$ cat src/rtl/writeback_if.sv
// Bundle between execute, data memory and the register file write port as seen by the writeback stage.
// The stage uses the slave side; the surrounding core (or a bench) uses the master side.
interface writeback_if #(
   parameter int XLEN = 32
) ();
   logic            wb_valid;
   logic            wb_ready;
   logic [4:0]      wb_rd;
   logic [1:0]      wb_src;
   logic [XLEN-1:0] wb_alu_result;
   logic [XLEN-1:0] wb_pc_plus4;
   logic [1:0]      wb_ld_size;
   logic            wb_ld_unsigned;
   logic            mem_rvalid;
   logic [XLEN-1:0] mem_rdata;
   logic            rf_we;
   logic [4:0]      rf_rd;
   logic [XLEN-1:0] rf_wdata;
   logic            busy;
   logic            load_timeout;

   modport slave (
      input  wb_valid, wb_rd, wb_src, wb_alu_result, wb_pc_plus4,
      input  wb_ld_size, wb_ld_unsigned, mem_rvalid, mem_rdata,
      output wb_ready, rf_we, rf_rd, rf_wdata, busy, load_timeout
   );

   modport master (
      output wb_valid, wb_rd, wb_src, wb_alu_result, wb_pc_plus4,
      output wb_ld_size, wb_ld_unsigned, mem_rvalid, mem_rdata,
      input  wb_ready, rf_we, rf_rd, rf_wdata, busy, load_timeout
   );
endinterface

$ cat src/rtl/writeback_stage.sv
// Final pipeline stage: picks ALU / PC+4 / load data, waits for and aligns load responses,
// and issues a single-cycle registered register-file write.
module writeback_stage #(
   parameter int XLEN         = 32,
   parameter int LOAD_TIMEOUT = 255,
   parameter int X0_WRITE_EN  = 0
) (
   input  logic        clk,
   input  logic        reset,
   writeback_if.slave  bus
);

   localparam logic [1:0] ST_IDLE     = 2'd0;
   localparam logic [1:0] ST_WAIT_MEM = 2'd1;
   localparam logic [1:0] ST_WRITE    = 2'd2;

   localparam logic [1:0] SRC_ALU  = 2'b00;
   localparam logic [1:0] SRC_LOAD = 2'b01;
   localparam logic [1:0] SRC_PC4  = 2'b10;

   localparam logic [1:0] SIZE_BYTE = 2'b00;
   localparam logic [1:0] SIZE_HALF = 2'b01;

   localparam int              CNT_W       = $clog2(LOAD_TIMEOUT + 1);
   localparam logic [CNT_W-1:0] TIMEOUT_CNT = CNT_W'(LOAD_TIMEOUT);
   localparam logic [CNT_W-1:0] CNT_ONE     = CNT_W'(1);

   logic [1:0]       state_reg, state_next;
   logic [4:0]       rd_reg, rd_next;
   logic [1:0]       size_reg, size_next;
   logic             unsigned_reg, unsigned_next;
   logic [1:0]       offset_reg, offset_next;
   logic [CNT_W-1:0] count_reg, count_next;
   logic [CNT_W-1:0] count_inc;
   logic             rf_we_reg, rf_we_next;
   logic [4:0]       rf_rd_reg, rf_rd_next;
   logic [XLEN-1:0]  rf_wdata_reg, rf_wdata_next;
   logic             timeout_reg, timeout_next;

   logic             transfer;
   logic [XLEN-1:0]  load_data;

   logic [7:0]       byte_lane [4];
   logic [15:0]      half_lane [2];
   logic [7:0]       sel_byte;
   logic [15:0]      sel_half;
   logic             fill_bit;

   function automatic logic write_allowed(input logic [4:0] rd);
      return (rd != 5'd0) || (X0_WRITE_EN != 0);
   endfunction

   genvar gi;
   generate
      for (gi = 0; gi < 4; gi++) begin : g_byte_lane
         assign byte_lane[gi] = bus.mem_rdata[8*gi +: 8];
      end
      for (gi = 0; gi < 2; gi++) begin : g_half_lane
         assign half_lane[gi] = bus.mem_rdata[16*gi +: 16];
      end
   endgenerate

   // Lane select uses the address offset captured at transfer, not the live bus.
   always_comb begin
      sel_byte  = byte_lane[offset_reg];
      sel_half  = half_lane[offset_reg[1]];
      fill_bit  = 1'b0;
      load_data = bus.mem_rdata;
      case (size_reg)
         SIZE_BYTE: begin
            fill_bit  = !unsigned_reg && sel_byte[7];
            load_data = {{(XLEN-8){fill_bit}}, sel_byte};
         end
         SIZE_HALF: begin
            fill_bit  = !unsigned_reg && sel_half[15];
            load_data = {{(XLEN-16){fill_bit}}, sel_half};
         end
         default: load_data = bus.mem_rdata;
      endcase
   end

   assign transfer  = bus.wb_valid && bus.wb_ready;
   assign count_inc = count_reg + CNT_ONE;

   always_comb begin
      state_next    = state_reg;
      rd_next       = rd_reg;
      size_next     = size_reg;
      unsigned_next = unsigned_reg;
      offset_next   = offset_reg;
      count_next    = count_reg;
      rf_we_next    = 1'b0;
      rf_rd_next    = rf_rd_reg;
      rf_wdata_next = rf_wdata_reg;
      timeout_next  = timeout_reg;

      case (state_reg)
         ST_IDLE: begin
            if (transfer) begin
               rd_next       = bus.wb_rd;
               size_next     = bus.wb_ld_size;
               unsigned_next = bus.wb_ld_unsigned;
               offset_next   = bus.wb_alu_result[1:0];
               case (bus.wb_src)
                  SRC_ALU, SRC_PC4: begin
                     state_next = ST_WRITE;
                     if (write_allowed(bus.wb_rd)) begin
                        rf_we_next    = 1'b1;
                        rf_rd_next    = bus.wb_rd;
                        rf_wdata_next = (bus.wb_src == SRC_ALU) ? bus.wb_alu_result
                                                                : bus.wb_pc_plus4;
                     end
                  end
                  SRC_LOAD: begin
                     state_next = ST_WAIT_MEM;
                     count_next = '0;
                  end
                  default: state_next = ST_IDLE;
               endcase
            end
         end

         ST_WAIT_MEM: begin
            // A response on the expiry edge still wins over the abort.
            if (bus.mem_rvalid) begin
               state_next = ST_WRITE;
               if (write_allowed(rd_reg)) begin
                  rf_we_next    = 1'b1;
                  rf_rd_next    = rd_reg;
                  rf_wdata_next = load_data;
               end
            end else begin
               count_next = count_inc;
               if (count_inc == TIMEOUT_CNT) begin
                  timeout_next = 1'b1;
                  state_next   = ST_IDLE;
               end
            end
         end

         ST_WRITE: state_next = ST_IDLE;

         default: state_next = ST_IDLE;
      endcase
   end

   always_ff @(posedge clk) begin
      if (reset) begin
         state_reg    <= ST_IDLE;
         rd_reg       <= '0;
         size_reg     <= '0;
         unsigned_reg <= 1'b0;
         offset_reg   <= '0;
         count_reg    <= '0;
         rf_we_reg    <= 1'b0;
         rf_rd_reg    <= '0;
         rf_wdata_reg <= '0;
         timeout_reg  <= 1'b0;
      end else begin
         state_reg    <= state_next;
         rd_reg       <= rd_next;
         size_reg     <= size_next;
         unsigned_reg <= unsigned_next;
         offset_reg   <= offset_next;
         count_reg    <= count_next;
         rf_we_reg    <= rf_we_next;
         rf_rd_reg    <= rf_rd_next;
         rf_wdata_reg <= rf_wdata_next;
         timeout_reg  <= timeout_next;
      end
   end

   assign bus.wb_ready     = (state_reg == ST_IDLE) && !reset;
   assign bus.busy         = (state_reg != ST_IDLE);
   assign bus.rf_we        = rf_we_reg;
   assign bus.rf_rd        = rf_rd_reg;
   assign bus.rf_wdata     = rf_wdata_reg;
   assign bus.load_timeout = timeout_reg;

endmodule

$ cat src/flat_wrapper.sv
// flat-port wrapper written by rule: the top's interface ports become plain ports
module writeback_stage_flat 
#(
   parameter int XLEN         = 32,
   parameter int LOAD_TIMEOUT = 255,
   parameter int X0_WRITE_EN  = 0
)
  (clk, reset, bus_wb_valid, bus_wb_rd, bus_wb_src, bus_wb_alu_result, bus_wb_pc_plus4, bus_wb_ld_size, bus_wb_ld_unsigned, bus_mem_rvalid, bus_mem_rdata, bus_wb_ready, bus_rf_we, bus_rf_rd, bus_rf_wdata, bus_busy, bus_load_timeout);
  writeback_if #(.XLEN(XLEN)) bus_i ();
  input  logic clk;
  input  logic reset;
  input wire logic [$bits(bus_i.wb_valid)-1:0] bus_wb_valid;
  input wire logic [$bits(bus_i.wb_rd)-1:0] bus_wb_rd;
  input wire logic [$bits(bus_i.wb_src)-1:0] bus_wb_src;
  input wire logic [$bits(bus_i.wb_alu_result)-1:0] bus_wb_alu_result;
  input wire logic [$bits(bus_i.wb_pc_plus4)-1:0] bus_wb_pc_plus4;
  input wire logic [$bits(bus_i.wb_ld_size)-1:0] bus_wb_ld_size;
  input wire logic [$bits(bus_i.wb_ld_unsigned)-1:0] bus_wb_ld_unsigned;
  input wire logic [$bits(bus_i.mem_rvalid)-1:0] bus_mem_rvalid;
  input wire logic [$bits(bus_i.mem_rdata)-1:0] bus_mem_rdata;
  output wire logic [$bits(bus_i.wb_ready)-1:0] bus_wb_ready;
  output wire logic [$bits(bus_i.rf_we)-1:0] bus_rf_we;
  output wire logic [$bits(bus_i.rf_rd)-1:0] bus_rf_rd;
  output wire logic [$bits(bus_i.rf_wdata)-1:0] bus_rf_wdata;
  output wire logic [$bits(bus_i.busy)-1:0] bus_busy;
  output wire logic [$bits(bus_i.load_timeout)-1:0] bus_load_timeout;
  assign bus_i.wb_valid = bus_wb_valid;
  assign bus_i.wb_rd = bus_wb_rd;
  assign bus_i.wb_src = bus_wb_src;
  assign bus_i.wb_alu_result = bus_wb_alu_result;
  assign bus_i.wb_pc_plus4 = bus_wb_pc_plus4;
  assign bus_i.wb_ld_size = bus_wb_ld_size;
  assign bus_i.wb_ld_unsigned = bus_wb_ld_unsigned;
  assign bus_i.mem_rvalid = bus_mem_rvalid;
  assign bus_i.mem_rdata = bus_mem_rdata;
  assign bus_wb_ready = bus_i.wb_ready;
  assign bus_rf_we = bus_i.rf_we;
  assign bus_rf_rd = bus_i.rf_rd;
  assign bus_rf_wdata = bus_i.rf_wdata;
  assign bus_busy = bus_i.busy;
  assign bus_load_timeout = bus_i.load_timeout;
  writeback_stage #(.XLEN(XLEN), .LOAD_TIMEOUT(LOAD_TIMEOUT), .X0_WRITE_EN(X0_WRITE_EN)) u_core (.clk(clk), .reset(reset), .bus(bus_i));
endmodule
$ cat config.mk
export PLATFORM = sky130hd
export DESIGN_NAME = writeback_stage_flat
export DESIGN_NICKNAME = d
export VERILOG_FILES = /design/src/rtl/writeback_if.sv /design/src/rtl/writeback_stage.sv /design/src/flat_wrapper.sv
export SDC_FILE = /design/constraint.sdc
export NUM_CORES = 1
export LEC_CHECK = 0
export CAP_MARGIN = 25
export CORE_MARGIN = 8
export CORE_UTILIZATION = 43
export DETAILED_ROUTE_END_ITERATION = 12
export PLACE_DENSITY = 0.81
export SLEW_MARGIN = 20
export SYNTH_ARGS = -nofsm -noshare
export SYNTH_HDL_FRONTEND = slang
export SYNTH_SLANG_ARGS = --single-unit
$ cat constraint.sdc
create_clock -name clk -period 2.4 [get_ports clk]
set_input_delay 0.36 -clock clk [delete_from_list [all_inputs] [get_ports clk]]
set_output_delay 0.36 -clock clk [all_outputs]
set_load 0.01 [all_outputs]
==> impl_metrics.json <==
{
  "status": "finished, final reports clean",
  "maxSlewViolCount": 0,
  "stdcell_count": 699,
  "finalCritPeriodShare_pct": 93.3,
  "ctsResizeCount": 0,
  "syn_nets": 557,
  "clock_latency_ns": 0.35,
  "routed_via_density": 5.62,
  "drive_gt1_share_pct": 9.43,
  "diodes": 0,
  "fp.dieW_um": 106,
  "slew-limit-headroom_pct": 35.1,
  "cts_hold_buf": 0,
  "cts_tree": "built",
  "timing_worst_setup_path_type": "in2reg",
  "crit_chain": "clkdlybuf4s50_1, or3b_1, a21o_4, nor3_4, a32o_1",
  "dp_slack_ns": -0.200,
  "min_path_type": "reg2reg",
  "max_stage_delay_ns": 0.78,
  "start_util_pct": 43.3,
  "path_clk_slew_ns": 0.07,
  "routedWlPerCell_um": 17.9,
  "syn_to_final_growth_pct": 53.6,
  "std_cell_rows": 33,
  "first_pass_iters": 4,
  "portBuffers": 150,
  "max_slew.worst_pin.slew_ns": 0.970,
  "hold_viol": 0,
  "drv_cap": 0,
  "cts-root-buf": "clkbuf_8",
  "drtIter0Drc": 186,
  "synth-seq-cells": 59,
  "wirelength_um": 12500,
  "antenna_found_initial": 0,
  "die_area_um2": 11200,
  "fmax_ghz": 0.446,
  "p_leak_uw": 0.00204,
  "syn_area_um2": 3490,
  "fin_skew_ns": 0.00874,
  "drcViolationCount": 0,
  "cp-start-kind": "primary input",
  "critical_path_arrival_ns": 2.53,
  "ant_nets": 0,
  "cts-buffers-inserted": 9,
  "yosys_warnings": 0,
  "critPathMaxFanout": 25,
  "synthDistinctLibCells": 49,
  "timing.critical_path.slowest_stage_cell": "nor3_4",
  "syn_area_per_cell_um2": 7.83,
  "power_density_nw_per_um2": 521,
  "cts_htree_levels": 3,
  "rsz0062_at_grt": "false",
  "grt_overflow": 0,
  "required_ns": 2.69,
  "track_usage_pct": 21.9,
  "ys_seq_area_share_pct": 33.9,
  "final_common_cell": "clkdlybuf4s50_1",
  "layout_common_cells": "clkdlybuf4s50_1, nand2_1, dfxtp_1, nand3_1, nor2_1",
  "cts_sinks": 59,
  "coreArea_um2": 8050,
  "grt_pass1_wl_um": 20000,
  "peakVddDrop_uv": 350,
  "layout_setup_ws_ns": 0.160,
  "crit_path_end_kind": "register",
  "clockBufferDepth": 2,
  "synthFlopType": "dfxtp_1",
  "async_reset_ff_share_pct": 0,
  "die_y_um": 106,
  "dp.cells": 683,
  "largest_reg_flops": 32,
  "grt_pass1_vias": 4042,
  "nets": 701,
  "layout_min_cycle_time_ns": 2.24,
  "synthCells": 445,
  "pin_count": 151,
  "hpwl_um": 9500,
  "gp_congestion": 0.838,
  "postCtsSetupBuffers": 0,
  "synth_edf_count": 0,
  "grt_max_degree": 39,
  "holdWs_ns": 0.466,
  "post-route-util_pct": 66.5,
  "setup_viol": 0,
  "vias": 3929,
  "finalPower_uw": 2790
}
power by group:
group	internal, µW	switching [µW]
combinational	350	269
clock	715	407
sequential	1020	29.7
total	2090	706
layer usage:
| layer | vias up | wire, µm | track usage, % |
|---|---|---|---|
| li1 | 1897 | - | - |
| met2 | 188 | 5780 | 35.1 |
| met3 | 32 | 1280 | 8.35 |
| met1 | 1812 | 5130 | 25.4 |
| met5 | - | 0 | 0 |
| met4 | 0 | 346 | 9.95 |
final timing paths:
kind	from	end	slack, ns	cells past startpoint
max reg2reg	u_core.state_reg[0]$_SDFFE_PP0P_	u_core.bus.rf_wdata[14]$_SDFFE_PP0P_	0.24	4
min	u_core.bus.rf_wdata[13]$_SDFFE_PP0P_	u_core.bus.rf_wdata[13]$_SDFFE_PP0P_	0.47	1
max	bus_wb_valid	u_core.bus.rf_wdata[14]$_SDFFE_PP0P_	0.16	5
min reg2reg	u_core.bus.rf_wdata[13]$_SDFFE_PP0P_	u_core.bus.rf_wdata[13]$_SDFFE_PP0P_	0.47	1
through the flow:
step                instance area (µm²)  TNS [ns]
floorplan                          3490         0
global placement                   5110     -2.53
detailed placement                 5110     -3.79
CTS                                5350         0
global route                       5360         0
finish                             5360         0
critical path: cells and delay by family:
kind            cells  cell delay, ns
buf+inv             1            0.49
compound gates      2            0.53
simple gates        2            1.15
area by class of cell:
cell class                 count  area (µm²)
inverter                       2        7.51
clock buffer                  11         141
fill                         702        2700
timing repair buffer         170        1660
sequential                    59        1180
multi-input combinational    347        2130
tap                          105         131
clock inverter                 5         100
Yosys cell counts, types with 2 or more instances:
library cell | number | area [µm²]
a21oi_1 | 18 | 90.1
o21ai_0 | 21 | 105
buf_6 | 4 | 45.0
a22o_1 | 17 | 149
and3_1 | 6 | 37.5
mux2i_1 | 18 | 180
or2_2 | 4 | 25.0
and2_1 | 4 | 25.0
nand2b_1 | 18 | 113
nand3_1 | 24 | 120
or4_1 | 2 | 15.0
nand3b_1 | 3 | 22.5
a31oi_1 | 8 | 50.1
nor3_1 | 3 | 15.0
a211oi_1 | 8 | 60.1
a32oi_1 | 17 | 149
a32o_1 | 8 | 80.1
mux2_2 | 6 | 67.6
buf_2 | 6 | 30.0
nor2_1 | 23 | 86.3
o2111ai_1 | 6 | 52.6
clkbuf_1 | 26 | 97.6
ha_1 | 2 | 25.0
xnor2_1 | 2 | 17.5
o21ai_2 | 2 | 17.5
dfxtp_1 | 59 | 1180
nand2_1 | 103 | 387
or3_1 | 3 | 18.8
nand4_1 | 3 | 18.8
inv_1 | 2 | 7.51
cells by family (layout without fill, tap and decap cells):
logic type	Yosys count	after routing	synth area share, %
AOI/OAI and AO/OA	114	114	24.2
xor gates and xnor gates	3	3	0.754
adders and majority gates	2	2	0.718
buffers and inverters	39	188	5.38
DFF	59	59	33.9
muxes	25	25	7.75
and+or+nand+nor	203	203	27.3
(Power assumes the default switching activity.)
